**config.mk**
```make
export PLATFORM = sky130hd
export DESIGN_NAME = spi_adc_responder_flat
export DESIGN_NICKNAME = d
export VERILOG_FILES = /design/src/rtl/spi_adc_responder_if.sv /design/src/rtl/spi_adc_responder.sv /design/src/flat_wrapper.sv
export SDC_FILE = /design/constraint.sdc
export NUM_CORES = 1
export LEC_CHECK = 0
export BUFFER_PORTS_ARGS = -buffer_cell sky130_fd_sc_hd__buf_2
export CORE_MARGIN = 2
export CORE_UTILIZATION = 57
export CTS_CLUSTER_SIZE = 20
export DETAILED_ROUTE_END_ITERATION = 7
export PLACE_DENSITY = 0.84
export SYNTH_ARGS = -nofsm -noshare
export SYNTH_HDL_FRONTEND = slang
export SYNTH_SLANG_ARGS = --single-unit
```
**constraint.sdc**
```tcl
create_clock -name clk -period 2.8 [get_ports clk]
set_clock_uncertainty 0.2 [all_clocks]
set_input_delay 0.14 -clock clk [delete_from_list [all_inputs] [get_ports clk]]
set_output_delay 0.14 -clock clk [all_outputs]
set_load 0.05 [all_outputs]
```
**src/rtl/spi_adc_responder_if.sv**
```systemverilog
// SPI pin bundle between the acquisition-path master and the ADC responder.
interface spi_adc_responder_if;
  logic SCK;
  logic CS;
  logic MOSI;
  logic MISO;
  logic MISO_OE;

  modport master (output SCK, CS, MOSI, input MISO, MISO_OE);
  modport slave  (input SCK, CS, MOSI, output MISO, MISO_OE);
endinterface

```
**src/rtl/spi_adc_responder.sv**
```systemverilog
// SPI responder emulating a 12-bit serial ADC: oversampled SCK/CS/MOSI,
// serves {PAD_BITS zeros, sample} MSB first and captures the MOSI word.
module spi_adc_responder #(
  parameter int DATA_W      = 12,
  parameter int PAD_BITS    = 4,
  parameter int SYNC_STAGES = 2
) (
  input  logic                       clk,
  input  logic                       reset,
  spi_adc_responder_if.slave         spi,
  input  logic [DATA_W-1:0]          i_SAMPLE,
  input  logic                       i_SAMPLE_VALID,
  output logic [PAD_BITS+DATA_W-1:0] o_RX_DATA,
  output logic                       o_RX_VALID,
  output logic                       o_FRAME_ERR,
  output logic                       o_STALE,
  output logic [7:0]                 o_FRAME_CNT
);
  localparam int FB = PAD_BITS + DATA_W;
  localparam int CW = $clog2(FB + 1);
  localparam int FW = $clog2(SYNC_STAGES + 1);

  typedef enum logic [1:0] {WAIT_IDLE, IDLE, ACTIVE, DONE} state_t;
  state_t state;

  logic [SYNC_STAGES-1:0] sck_sync, cs_sync, mosi_sync;
  logic                   sck_d, cs_d;
  logic                   sck_s, cs_s, mosi_s;
  logic                   sck_rise, sck_fall, cs_rise, cs_fall;

  always_ff @(posedge clk) begin
    if (reset) begin
      sck_sync  <= '0;
      cs_sync   <= '1;
      mosi_sync <= '0;
      sck_d     <= 1'b0;
      cs_d      <= 1'b1;
    end else begin
      sck_sync  <= {sck_sync[SYNC_STAGES-2:0], spi.SCK};
      cs_sync   <= {cs_sync[SYNC_STAGES-2:0], spi.CS};
      mosi_sync <= {mosi_sync[SYNC_STAGES-2:0], spi.MOSI};
      sck_d     <= sck_s;
      cs_d      <= cs_s;
    end
  end

  assign sck_s    = sck_sync[SYNC_STAGES-1];
  assign cs_s     = cs_sync[SYNC_STAGES-1];
  assign mosi_s   = mosi_sync[SYNC_STAGES-1];
  assign sck_rise =  sck_s & ~sck_d;
  assign sck_fall = ~sck_s &  sck_d;
  assign cs_rise  =  cs_s  & ~cs_d;
  assign cs_fall  = ~cs_s  &  cs_d;

  logic [DATA_W-1:0] hold;
  logic              hold_sent;
  logic [FB-1:0]     load_word;
  logic [FB-2:0]     tx_sh;
  logic [FB-2:0]     rx_sh;
  logic [CW-1:0]     bit_cnt;
  logic [FW-1:0]     flush_cnt;
  logic              miso_q, oe_q;

  // Same-cycle strobe bypasses the holding register so a just-arrived sample is served.
  assign load_word = {{PAD_BITS{1'b0}}, (i_SAMPLE_VALID ? i_SAMPLE : hold)};

  always_ff @(posedge clk) begin
    if (reset) begin
      state       <= WAIT_IDLE;
      hold        <= '0;
      hold_sent   <= 1'b1;
      tx_sh       <= '0;
      rx_sh       <= '0;
      bit_cnt     <= '0;
      flush_cnt   <= '0;
      miso_q      <= 1'b0;
      oe_q        <= 1'b0;
      o_RX_DATA   <= '0;
      o_RX_VALID  <= 1'b0;
      o_FRAME_ERR <= 1'b0;
      o_STALE     <= 1'b0;
      o_FRAME_CNT <= '0;
    end else begin
      o_RX_VALID  <= 1'b0;
      o_FRAME_ERR <= 1'b0;
      if (i_SAMPLE_VALID) begin
        hold      <= i_SAMPLE;
        hold_sent <= 1'b0;
      end
      case (state)
        // Synchronizers reset to CS=1; wait for them to flush before trusting CS high.
        WAIT_IDLE: begin
          if (flush_cnt != FW'(SYNC_STAGES)) flush_cnt <= flush_cnt + 1'b1;
          else if (cs_s)                     state     <= IDLE;
        end
        IDLE: begin
          if (cs_fall) begin
            state     <= ACTIVE;
            tx_sh     <= load_word[FB-2:0];
            miso_q    <= load_word[FB-1];
            o_STALE   <= i_SAMPLE_VALID ? 1'b0 : hold_sent;
            hold_sent <= 1'b1;
            bit_cnt   <= '0;
            oe_q      <= 1'b1;
          end
        end
        ACTIVE: begin
          if (cs_rise) begin
            o_FRAME_ERR <= 1'b1;
            oe_q        <= 1'b0;
            miso_q      <= 1'b0;
            state       <= IDLE;
          end else if (sck_rise) begin
            rx_sh   <= {rx_sh[FB-3:0], mosi_s};
            bit_cnt <= bit_cnt + 1'b1;
            if (bit_cnt == CW'(FB - 1)) begin
              state       <= DONE;
              miso_q      <= 1'b0;
              o_RX_DATA   <= {rx_sh, mosi_s};
              o_RX_VALID  <= 1'b1;
              o_FRAME_CNT <= o_FRAME_CNT + 8'd1;
            end
          end else if (sck_fall) begin
            miso_q <= tx_sh[FB-2];
            tx_sh  <= {tx_sh[FB-3:0], 1'b0};
          end
        end
        DONE: begin
          miso_q <= 1'b0;
          if (cs_rise) begin
            oe_q  <= 1'b0;
            state <= IDLE;
          end
        end
        default: state <= WAIT_IDLE;
      endcase
    end
  end

  assign spi.MISO    = miso_q;
  assign spi.MISO_OE = oe_q;
endmodule

```
**src/flat_wrapper.sv**
```systemverilog
// flat-port wrapper written by rule: the top's interface ports become plain ports
module spi_adc_responder_flat 
#(
  parameter int DATA_W      = 12,
  parameter int PAD_BITS    = 4,
  parameter int SYNC_STAGES = 2
)
  (clk, reset, i_SAMPLE, i_SAMPLE_VALID, o_RX_DATA, o_RX_VALID, o_FRAME_ERR, o_STALE, o_FRAME_CNT, spi_SCK, spi_CS, spi_MOSI, spi_MISO, spi_MISO_OE);
  spi_adc_responder_if spi_i ();
  input  logic clk;
  input  logic reset;
  input  logic [DATA_W-1:0] i_SAMPLE;
  input  logic i_SAMPLE_VALID;
  output logic [PAD_BITS+DATA_W-1:0] o_RX_DATA;
  output logic o_RX_VALID;
  output logic o_FRAME_ERR;
  output logic o_STALE;
  output logic [7:0] o_FRAME_CNT;
  input wire logic [$bits(spi_i.SCK)-1:0] spi_SCK;
  input wire logic [$bits(spi_i.CS)-1:0] spi_CS;
  input wire logic [$bits(spi_i.MOSI)-1:0] spi_MOSI;
  output wire logic [$bits(spi_i.MISO)-1:0] spi_MISO;
  output wire logic [$bits(spi_i.MISO_OE)-1:0] spi_MISO_OE;
  assign spi_i.SCK = spi_SCK;
  assign spi_i.CS = spi_CS;
  assign spi_i.MOSI = spi_MOSI;
  assign spi_MISO = spi_i.MISO;
  assign spi_MISO_OE = spi_i.MISO_OE;
  spi_adc_responder #(.DATA_W(DATA_W), .PAD_BITS(PAD_BITS), .SYNC_STAGES(SYNC_STAGES)) u_core (.clk(clk), .reset(reset), .spi(spi_i), .i_SAMPLE(i_SAMPLE), .i_SAMPLE_VALID(i_SAMPLE_VALID), .o_RX_DATA(o_RX_DATA), .o_RX_VALID(o_RX_VALID), .o_FRAME_ERR(o_FRAME_ERR), .o_STALE(o_STALE), .o_FRAME_CNT(o_FRAME_CNT));
endmodule
```
; ---- After elaboration in Yosys (flattened, before gate mapping)
; Index checks and enable logic that the tools add are counted.
[word_totals]
reg_bits = 89
latchBits = 0
ram_bits = 0
rom_bits = 0
in_bits = 18
output_inout_bits = 29
word_cells = 99
n_memories = 0
[op_classes]
addsub = 3
n_mul = 0
div = 0
order_cmp = 0
eq_ne = 18
shift = 0
muxes = 32
n_bitwise = 11
n_reduce_logical = 16
[ops]
columns = op, count
row1 = 15-bit 2-to-1 mux, 4
row2 = 15-bit one-hot mux with 2 select lines, 1
row3 = 5-bit 2-to-1 mux, 3
row4 = 2-bit 2-to-1 mux, 7
row5 = 1-bit 2-to-1 mux, 12
row6 = 12-bit 2-to-1 mux, 1
row7 = "2-bit by 1-bit inequality test with 1-bit output, second input constant", 6
row8 = 4-bit AND reduction, 3
row9 = 5-bit one-hot mux with 2 select lines, 1
row10 = "8-bit by 1-bit adder with 8-bit output, second input constant", 1
row11 = "2-bit inequality test, second input constant", 4
row12 = 2-bit one-hot mux with 4 select lines, 1
row13 = 1-bit NOT, 7
row14 = "3-bit by 1-bit inequality test with 1-bit output, second input constant", 2
row15 = 3-bit AND reduction, 2
row16 = 6-bit AND reduction, 1
row17 = "5-bit by 1-bit adder with 5-bit output, second input constant", 1
row18 = "5-bit by 4-bit == test with 1-bit output, second input constant", 1
row19 = 5-bit AND reduction, 1
row20 = 1-bit AND, 4
row21 = "2-bit == test, second input constant", 2
row22 = "4-bit by 1-bit inequality test with 1-bit output, second input constant", 1
row23 = "4-bit inequality test, second input constant", 1
row24 = 2-bit AND reduction, 2
row25 = other kinds (9), 11

; ---- Logic depth before layout (Yosys ltp)
; Gate-level depths: netlist of run 1.
[depth]
depth_word = 6
ltp_mapped = 9
depth_no_buf = 8

; ---- Worst setup path after synthesis of run 1
; OpenSTA, ideal clock, no wires.
[synth_path]
path_type = reg-to-reg
startpoint = reg u_core.bit_cnt[0]
endpoint = reg u_core.state[0]
arrival_time_ps = 1845
path_slack_ps = 631
stages_incl_launch_ff = 9
n_path_buf = 0
path_cell_list = dfxtp_1 > ha_1 > and3_1 > ha_1 > a21boi_1 > o21ai_0 > o2bb2ai_1 > a31oi_1 > mux2_1
[synth_via]
elab_chain_cells = 3
[synth_rtl]
columns = element, line_no
row1 = "start, declared", spi_adc_responder.sv:60  ; logic [CW-1:0] bit_cnt;
row2 = "start signal, assigned", spi_adc_responder.sv:115  ; bit_cnt <= bit_cnt + 1'b1;
row3 = 5-bit by 4-bit == test with 1-bit output, spi_adc_responder.sv:116  ; if (bit_cnt == CW'(FB - 1)) begin
row4 = 3-bit by 1-bit inequality test with 1-bit output (no line), n/a
row5 = 6-bit AND reduction (no line), n/a
row6 = "end signal, assigned", spi_adc_responder.sv:112  ; state <= IDLE;
row7 = "end signal, assigned", spi_adc_responder.sv:117  ; state <= DONE;
row8 = "end signal, assigned", spi_adc_responder.sv:132  ; state <= IDLE;
row9 = "end, declared", spi_adc_responder.sv:24  ; state_t state;
; No other way between the ends.
; A chain may end at the register's enable or synchronous reset.

; ---- Worst setup path in the final report of run 1
; Ends and elaborated chain as after synthesis.

==> run_results.csv, run 1 <==
group,metric,value,unit
placed_design,dp_hpwl,4.53,mm
worst_setup_path,cp-startpoint,"u_core.bit_cnt[0]",
global_routing,grt_max_degree,44,
synthesis,yosysSeqAreaShare,49.4,%
worst_setup_path,crit_arrival,2470,ps
worst_setup_path,path_class,"register to register",
worst_setup_path,cp_max_fo,5,
synthesis,ys_warn_count,0,
worst_setup_path,cpMostUsedCell,"ha_1",
routing,post-route-drc-count,0,
finish,drive_gt1_share,15.9,%
min_path,whs_path_depth,3,
timing,period_share,86.5,%
routing,wl_per_cell,12.9,um
routing,firstDrtPassIters,4,
min_path,hp-start,"i_SAMPLE_VALID",
power_and_ir_drop,p_leak,1.77,nW
routing,routed_wl,7.10,mm
global_routing,grt_pass1_wl,12.0,mm
clock_network,cts_buffers,9,
floorplan,chipHeight,83.5,um
floorplan,initial_core_util,59.8,%
clock_network,clk_pin_slew,90,ps
synthesis,synth_nets,444,
clock_network,clockRootBuffer,"clkbuf_8",
worst_setup_path,cp_cell_sequence,"ha_1, and3_1, ha_1, a21boi_1, o21ai_0, o2bb2ai_1, a31oi_1, mux2_1",
synthesis,post-synth-top-area-fraction,49.4,%
timing,finalSetupViolations,0,
synthesis,ys_async_sr_fraction,0,%
timing,finalCriticalPeriod,2420,ps
status,outcome,"finished, final reports clean",
synthesis,ys_top_cells_by_count,"91 x nand2_1, 89 x dfxtp_1, 43 x a21oi_1, 43 x nor2_1, 26 x mux2i_1",
worst_setup_path,crit_family,"compound AO/OA/AOI/OAI gates",
timing,rsz0062_at_grt,"no",
synthesis,yosysUniqueCellTypes,44,
synthesis,synth_edf_count,0,
floorplan,die_w,83.5,um
synthesis,yosysTopAreaCell,"dfxtp_1",
worst_setup_path,end_kind,"register",
worst_setup_path,r2r_start,"u_core.bit_cnt[0]",
timing,fin_tns_setup,0,ps
global_routing,grt_usage,21.0,%
clock_network,cts_tree,"done",
min_path,min_to,"u_core.hold[9]",
routing,met1Wirelength,3.22,mm
power_and_ir_drop,power_density,655,nW/um^2
routing,top_layer_used,"met4",
power_and_ir_drop,vdd_drop_max,0.000468,V
floorplan,core,6030,um^2
synthesis,syn-cell-area,3600,um^2
worst_setup_path,rr_worst_depth,8,
timing,hold_violations,0,
synthesis,ys_ff_latch,89,
floorplan,die_area,6970,um^2
finish,antenna_cells,0,
timing,tightest_slew,728,ps
routing,wl_met3,230,um
timing,relSlewSlack,51.5,%
global_routing,antenna_found_initial,0,
worst_setup_path,cp_num_buf_inv,0,
flow_run,cap_violations,0,
placed_design,gp_congestion,0.832,
finish,fin_nets,498,
worst_setup_path,slowest_delay,350,ps
worst_setup_path,cp-start-kind,"register",
clock_network,clk_path_buf_depth,2,
timing,maxSlewViolCount,0,
worst_setup_path,r2r-end,"u_core.state[0]",
synthesis,synth_ff_type,"dfxtp_1",
synthesis,synth.most_common_cell,"nand2_1",
routing,ant_nets,0,
routing,wl_met2,3.51,mm
synthesis,yosys-top-cells-area,"dfxtp_1 49%, nand2_1 9.5%, mux2i_1 7.2%",
min_path,hp-class,"input port to register",
placed_design,portBuffers,46,
finish,synthToLayoutAreaGrowth,16.7,%
clock_network,clock_latency,360,ps
clock_network,postCtsResizedCells,0,
timing,hold_slack,97.6,ps
clock_network,htreeDepth,3,
worst_setup_path,slowest_stage,"dfxtp_1",
synthesis,syn_inst,414,
worst_setup_path,crit_required,2850,ps
worst_setup_path,ff2ff_setup_slack,380,ps
routing,drt_iter0_drc,97,
synthesis,avgSynthCellArea,8.70,um^2
global_routing,overflow,0,
timing,max_freq,0.413,GHz
routing,num_vias,2910,
floorplan,floorplan.io_pins,47,
clock_network,clock_sinks,89,
global_routing,grt_pass1_vias,2812,
floorplan,rows,28,
routing,via_per_inst,5.31,
[what timing repair did]
action	4_1_cts	5_1_grt
buffers inserted	0	0
hold endpoints to repair	15	0
hold buffers	15	0
[worst reg2reg max path, cell delays in order (launching register included)]
cell	delay, ps
dfxtp_1	350
ha_1	210
and3_1	180
ha_1	250
a21boi_1	210
o21ai_0	120
o2bb2ai_1	150
a31oi_1	300
mux2_1	350
[routing by layer]
layer | up-vias | track usage [%]
met5 | - | 0
met4 | 0 | 10.9
met3 | 13 | 4.55
met2 | 51 | 36.3
met1 | 1374 | 24.3
li1 | 1472 | -
[placed cells by master, fill, tap and decap left out, types with 10 or more instances in the layout]
| master | count |
|---|---|
| nand2_1 | 91 |
| dfxtp_1 | 89 |
| buf_2 | 46 |
| a21oi_1 | 43 |
| nor2_1 | 43 |
| mux2i_1 | 26 |
| o21ai_0 | 15 |
| dlygate4sd3_1 | 15 |
| ha_1 | 12 |
| clkbuf_8 | 10 |
[worst max-delay path by stage]
| stage | end | slack [ps] | cells after the start |
|---|---|---|---|
| floorplan | u_core.state[0] | 630 | 8 |
| CTS | u_core.state[0] | 370 | 8 |
| finish | u_core.state[0] | 380 | 8 |
| global route | u_core.state[0] | 300 | 8 |
| detailed placement | u_core.state[0] | 440 | 8 |
| global placement | u_core.state[0] | 550 | 8 |
[final cells by class]
type / count / area [um^2]
fillers: 474 / 1820
multi-input cells: 291 / 1640
repair buffers: 68 / 433
well taps: 75 / 93.8
clock buffers: 12 / 145
flip-flops and latches: 89 / 1780
clock inverters: 4 / 76.3
inverters: 9 / 33.8
[flip-flops by register name (all words and copies together) (netlist names), 5 cells and up]
register and cells:
u_core.rx_sh 15, u_core.tx_sh 15, u_core.o_RX_DATA 16, u_core.hold 12, u_core.bit_cnt 5, u_core.o_FRAME_CNT 8
[per-stage QoR]
| stage | area [um^2] | std cells | worst slack [ps] | power (W) | utilization, % |
|---|---|---|---|---|---|
| 2_1_floorplan | 3600 | 414 | 631 | 0.00174 | - |
| 3_3_place_gp | 3830 | 517 | 550 | 0.00177 | 63.6 |
| 3_5_place_dp | 3830 | 517 | 444 | 0.00179 | 63.6 |
| 4_1_cts | 4200 | 548 | 371 | 0.00277 | 69.8 |
| 5_1_grt | 4200 | 548 | 296 | 0.00287 | 69.8 |
| 6_report | 4200 | 548 | 378 | 0.00275 | 69.8 |
[cell families after synthesis]
family | after synthesis | synth area share [%]
xor gates and xnor gates | 8 | 1.94
adders and majority gates | 12 | 4.17
DFF | 89 | 49.4
AOI/OAI and AO/OA | 69 | 10.7
and+or+nand+nor | 175 | 21.2
muxes | 27 | 7.53
buffers and inverters | 34 | 5.03
[power breakdown]
group          switching [W]  internal (W)  total, W
clock               0.000439      0.000529  0.000969
sequential         0.0000370       0.00133   0.00137
combinational       0.000236      0.000176  0.000413
total               0.000713       0.00204   0.00275
Note: power is estimated with default switching activity, not from simulation.
==> inputs of run 2 (changes only) <==
--- a/config.mk
+++ b/config.mk
@@ -6,7 +6,6 @@
 export NUM_CORES = 1
 export LEC_CHECK = 0
 export BUFFER_PORTS_ARGS = -buffer_cell sky130_fd_sc_hd__buf_2
-export CORE_MARGIN = 2
 export CORE_UTILIZATION = 57
 export CTS_CLUSTER_SIZE = 20
 export DETAILED_ROUTE_END_ITERATION = 7
==> run_results.csv, run 2 (synthesis gave the netlist of run 1 again) <==
group,metric,value,unit
power_and_ir_drop,vdd_drop_max,0.000430,V
worst_setup_path,cpMostUsedCell,"ha_1",
clock_network,post-cts-setup-buffer-count,0,
min_path,whs_path_depth,2,
power_and_ir_drop,power_frac_comb,15.1,%
routing,num_vias,2859,
power_and_ir_drop,seqPwrFrac,50.8,%
floorplan,rows,28,
worst_setup_path,cp_num_buf_inv,0,
timing,period_share,84.3,%
finish,drive_gt1_share,16.3,%
min_path,hp-start,"reset",
worst_setup_path,r2r-end,"u_core.state[0]",
flow_run,cap_violations,0,
routing,post-route-drc-count,0,
worst_setup_path,cp_max_fo,5,
floorplan,core,6030,um^2
clock_network,clk_pin_slew,90,ps
power_and_ir_drop,pwr-share-clk,34.1,%
global_routing,antenna_found_initial,0,
floorplan,floorplan.io_pins,47,
worst_setup_path,crit_arrival,2410,ps
finish,reg.largest.list,"u_core.o_RX_DATA x16, u_core.rx_sh x15, u_core.tx_sh x15",
power_and_ir_drop,power_switching,0.000719,W
routing,ant_nets,0,
placed_design,placed_area,3830,um^2
routing,routed_wl,6.71,mm
finish,synthToLayoutAreaGrowth,16.4,%
global_routing,grt_pass1_vias,2674,
routing,wl_per_cell,12.3,um
placed_design,portBuffers,46,
clock_network,clock_sinks,89,
worst_setup_path,slowest_stage,"dfxtp_1",
clock_network,postCtsResizedCells,0,
finish,final_cell_mix,"91 x nand2_1, 89 x dfxtp_1, 46 x buf_2",
global_routing,grt_usage,22.1,%
worst_setup_path,slowest_delay,350,ps
floorplan,initial_core_util,59.8,%
worst_setup_path,path_depth,8,
global_routing,overflow,0,
worst_setup_path,cp_cell_sequence,"ha_1, and3_1, ha_1, a21boi_1, o21ai_0, o2bb2ai_1, a31oi_1, mux2_1",
finish,largest_reg_flops,16,
worst_setup_path,crit_family,"compound AO/OA/AOI/OAI gates",
min_path,min_to,"u_core.o_FRAME_CNT[7]",
placed_design,gp_congestion,0.795,
floorplan,chipHeight,81.5,um
clock_network,cts_tree,"done",
worst_setup_path,end_kind,"register",
timing,maxSlewViolCount,0,
timing,finalSetupViolations,0,
timing,fin_tns_setup,0,ps
placed_design,dp_hpwl,4.36,mm
timing,hold_violations,0,
clock_network,clock_latency,360,ps
worst_setup_path,crit_required,2850,ps
floorplan,die_w,81.5,um
timing,max_freq,0.423,GHz
worst_setup_path,ff2ff_setup_slack,440,ps
clock_network,htreeDepth,3,
min_path,hp-class,"input port to register",
status,outcome,"finished, final reports clean",
power_and_ir_drop,p_int,0.00198,W
clock_network,clockRootBuffer,"clkbuf_8",
power_and_ir_drop,power_density,643,nW/um^2
timing,rsz0062_at_grt,"no",
power_and_ir_drop,p_total,0.00270,W
floorplan,die_area,6640,um^2
global_routing,grt_max_degree,30,
timing,tightest_slew,678,ps
timing,finalCriticalPeriod,2360,ps
finish,regMostFlops,"u_core.o_RX_DATA",
worst_setup_path,path_class,"register to register",
routing,via_per_inst,5.22,
global_routing,grt_pass1_wl,11.2,mm
clock_network,cts_buffers,9,
finish,design_area,4190,um^2
finish,antenna_cells,0,
worst_setup_path,rr_worst_depth,8,
routing,drt_iter0_drc,109,
power_and_ir_drop,p_leak,1.77,nW
power_and_ir_drop,switching_share,26.7,%
finish,fin_nets,498,
timing,relSlewSlack,54.7,%
routing,firstDrtPassIters,4,
clock_network,clk_path_buf_depth,2,
finish,final_common_cell,"nand2_1",
worst_setup_path,r2r_start,"u_core.bit_cnt[0]",
worst_setup_path,cp-start-kind,"register",
## run 2: worst max-delay path by stage
stage | start | endpoint | slack, ps
2_1_floorplan | u_core.bit_cnt[0] | u_core.state[0] | 630
3_3_place_gp | u_core.bit_cnt[0] | u_core.state[0] | 540
3_5_place_dp | u_core.bit_cnt[0] | u_core.state[0] | 450
4_1_cts | u_core.bit_cnt[0] | u_core.state[0] | 430
5_1_grt | u_core.bit_cnt[0] | u_core.state[0] | 280
6_report | u_core.bit_cnt[0] | u_core.state[0] | 440
## run 2: per-layer routing
metal  track usage [%]  wire length, um
met4              11.3              119
met5                 0                0
met3              4.78              224
met1              24.1             3060
met2              40.2             3310
## run 2: final cells by class
type	instances	area (um^2)
inverter	9	33.8
clock inverter	5	60.1
clock buffer	11	151
sequential	89	1780
fill	482	1830
multi-input combinational	291	1640
tap	75	93.8
timing repair buffer	68	433
## run 2: power by group through the flow
stage	clock network, W	registers (W)	logic (W)
after floorplan	0	0.00141	0.000323
after global placement	0	0.00140	0.000377
after detailed placement	0	0.00140	0.000390
after CTS	0.000934	0.00137	0.000408
after global routing	0.000985	0.00138	0.000452
final	0.000919	0.00137	0.000408
## run 2: through the flow
| step | worst slack [ps] | hold slack (ps) | instances | utilization [%] |
|---|---|---|---|---|
| 6_report | 438 | 33.4 | 548 | 69.6 |
| 5_1_grt | 285 | 43.8 | 548 | 69.6 |
| 4_1_cts | 435 | 25.6 | 548 | 69.6 |
| 3_5_place_dp | 454 | 125 | 517 | 63.6 |
| 3_3_place_gp | 539 | 123 | 517 | 63.6 |
| 2_1_floorplan | 631 | 43.8 | 414 | - |
## run 2: timing repair
action,in CTS,in global routing
endpoints found under the hold margin,15,0
endpoints found under the setup margin,0,0
hold buffers,15,0
==> inputs of run 3 (changes only) <==
==> constraint.sdc (replaced) <==
create_clock -name clk -period 2.27 [get_ports clk]
set_clock_uncertainty 0.2 [all_clocks]
set_input_delay 0.1135 -clock clk [delete_from_list [all_inputs] [get_ports clk]]
set_output_delay 0.1135 -clock clk [all_outputs]
set_load 0.05 [all_outputs]
==> run_results.csv, run 3 (synthesis gave the netlist of run 1 again) <==
group,metric,value,unit
placed_design,dp_hpwl,4.54,mm
finish,synthToLayoutAreaGrowth,17.5,%
clock_network,cts_tree,"done",
timing,hold_violations,0,
routing,drt_iter0_drc,138,
clock_network,clock_sinks,89,
floorplan,initial_core_util,59.8,%
timing,finalCriticalPeriod,2160,ps
placed_design,placed_area,3870,um^2
worst_setup_path,slowest_stage,"mux2_1",
routing,routed_wl,6.67,mm
power_and_ir_drop,p_leak,1.78,nW
placed_design,gp_congestion,0.838,
routing,via_per_inst,5.20,
clock_network,clock_latency,360,ps
routing,post-route-drc-count,0,
floorplan,floorplan.io_pins,47,
timing,tightest_slew,510,ps
clock_network,clockRootBuffer,"clkbuf_8",
worst_setup_path,end_kind,"register",
clock_network,clk_path_buf_depth,2,
finish,final_common_cell,"nand2_1",
routing,num_vias,2873,
power_and_ir_drop,vdd_drop_max,0.000473,V
clock_network,clk_pin_slew,80,ps
finish,largest_reg_flops,16,
worst_setup_path,cp_max_fo,2,
finish,antenna_cells,0,
worst_setup_path,cp_cell_sequence,"ha_1, and3_1, ha_1, a21boi_2, o21ai_1, o2bb2ai_1, a31oi_1, mux2_1",
timing,relSlewSlack,66.0,%
min_path,hp-class,"input port to register",
global_routing,grt_max_degree,31,
worst_setup_path,crit_arrival,2210,ps
global_routing,grt_usage,22.6,%
worst_setup_path,cp-start-kind,"register",
placed_design,portBuffers,46,
worst_setup_path,slowest_delay,340,ps
finish,fin_nets,503,
worst_setup_path,crit_required,2310,ps
worst_setup_path,path_class,"register to register",
placed_design,dp.cells,521,
timing,max_freq,0.463,GHz
power_and_ir_drop,power_density,773,nW/um^2
finish,reg.largest.list,"u_core.o_RX_DATA x16, u_core.rx_sh x15, u_core.tx_sh x15",
finish,stdcell_count,553,
flow_run,cap_violations,0,
finish,fillCellCount,474,
floorplan,chipHeight,81.5,um
global_routing,overflow,0,
timing,period_share,95.2,%
routing,firstDrtPassIters,4,
global_routing,antenna_found_initial,0,
finish,drive_gt1_share,17.6,%
routing,ant_nets,0,
worst_setup_path,ff2ff_setup_slack,110,ps
timing,maxSlewViolCount,0,
status,outcome,"finished, final reports clean",
routing,wl_per_cell,12.1,um
worst_setup_path,cpMostUsedCell,"ha_1",
floorplan,die_area,6640,um^2
floorplan,die_w,81.5,um
clock_network,htreeDepth,3,
finish,final_cell_mix,"91 x nand2_1, 87 x dfxtp_1, 46 x buf_2",
clock_network,cts_buffers,9,
timing,finalSetupViolations,0,
global_routing,grt_pass1_wl,11.5,mm
finish,regMostFlops,"u_core.o_RX_DATA",
floorplan,rows,28,
timing,fin_tns_setup,0,ps
global_routing,grt_pass1_vias,2611,
power_and_ir_drop,p_total,0.00328,W
finish,design_area,4240,um^2
floorplan,core,6030,um^2
finish,final_core_util,70.3,%
timing,rsz0062_at_grt,"no",
-- run 3: cell count changes in the layout (fill, tap and decap cells not counted), moves of 2 or more --
| cell | previous run | this run |
|---|---|---|
| clkbuf_8 | 11 | 9 |
| clkbuf_1 | 0 | 3 |
| inv_6 | 2 | 0 |
| buf_4 | 7 | 11 |
| dfxtp_2 | 0 | 2 |
| dfxtp_1 | 89 | 87 |
-- run 3: critical path, delay by kind of cell (launching register included) --
family | cells | cell delay [ps]
AOI/OAI and AO/OA | 4 | 610
adders and majority gates | 2 | 400
DFF | 1 | 330
muxes | 1 | 340
and+or+nand+nor | 1 | 180
-- run 3: final cells by class --
cell class	count	area (um^2)	share of cell area, %
timing repair buffer	73	483	11.4
inverter	9	33.8	0.798
clock inverter	4	53.8	1.27
sequential	89	1780	42.1
clock buffer	12	135	3.19
multi-input combinational	291	1650	39.0
tap	75	93.8	2.22
-- run 3: final timing paths --
path / end / start / cells after the start
max: u_core.state[0] / u_core.bit_cnt[0] / 8
min: u_core.o_FRAME_CNT[7] / reset / 2
max reg2reg: u_core.state[0] / u_core.bit_cnt[0] / 8
min reg2reg: u_core.cs_sync[1] / u_core.cs_sync[0] / 1
-- run 3: report_power, final --
part           leakage, nW  internal (W)  total, W  switching (W)
logic                0.973      0.000247  0.000534       0.000286
clock network       0.0868      0.000512   0.00105       0.000537
registers            0.724       0.00165   0.00169      0.0000464
-- run 3: per-layer routing --
| metal | GRT usage (%) | wire (um) |
|---|---|---|
| met1 | 28.2 | 3120 |
| met2 | 37.5 | 3210 |
| met3 | 5.11 | 267 |
| met4 | 9.64 | 80 |
| met5 | 0 | 0 |
-- run 3: stage by stage --
step	hold WS (ps)	setup slack [ps]
after floorplan	17.3	101
after global placement	95.3	143
after detailed placement	106	49.1
after CTS	3.78	27.1
after global routing	34.4	9.17
final	6.23	109
-- run 3: repair_timing --
item                                    in CTS  in global routing
hold buffers                                15                  0
setup buffers                                0                  1
gates resized for setup                      0                  6
endpoints found under the hold margin       16                  0
endpoints found under the setup margin       0                 16
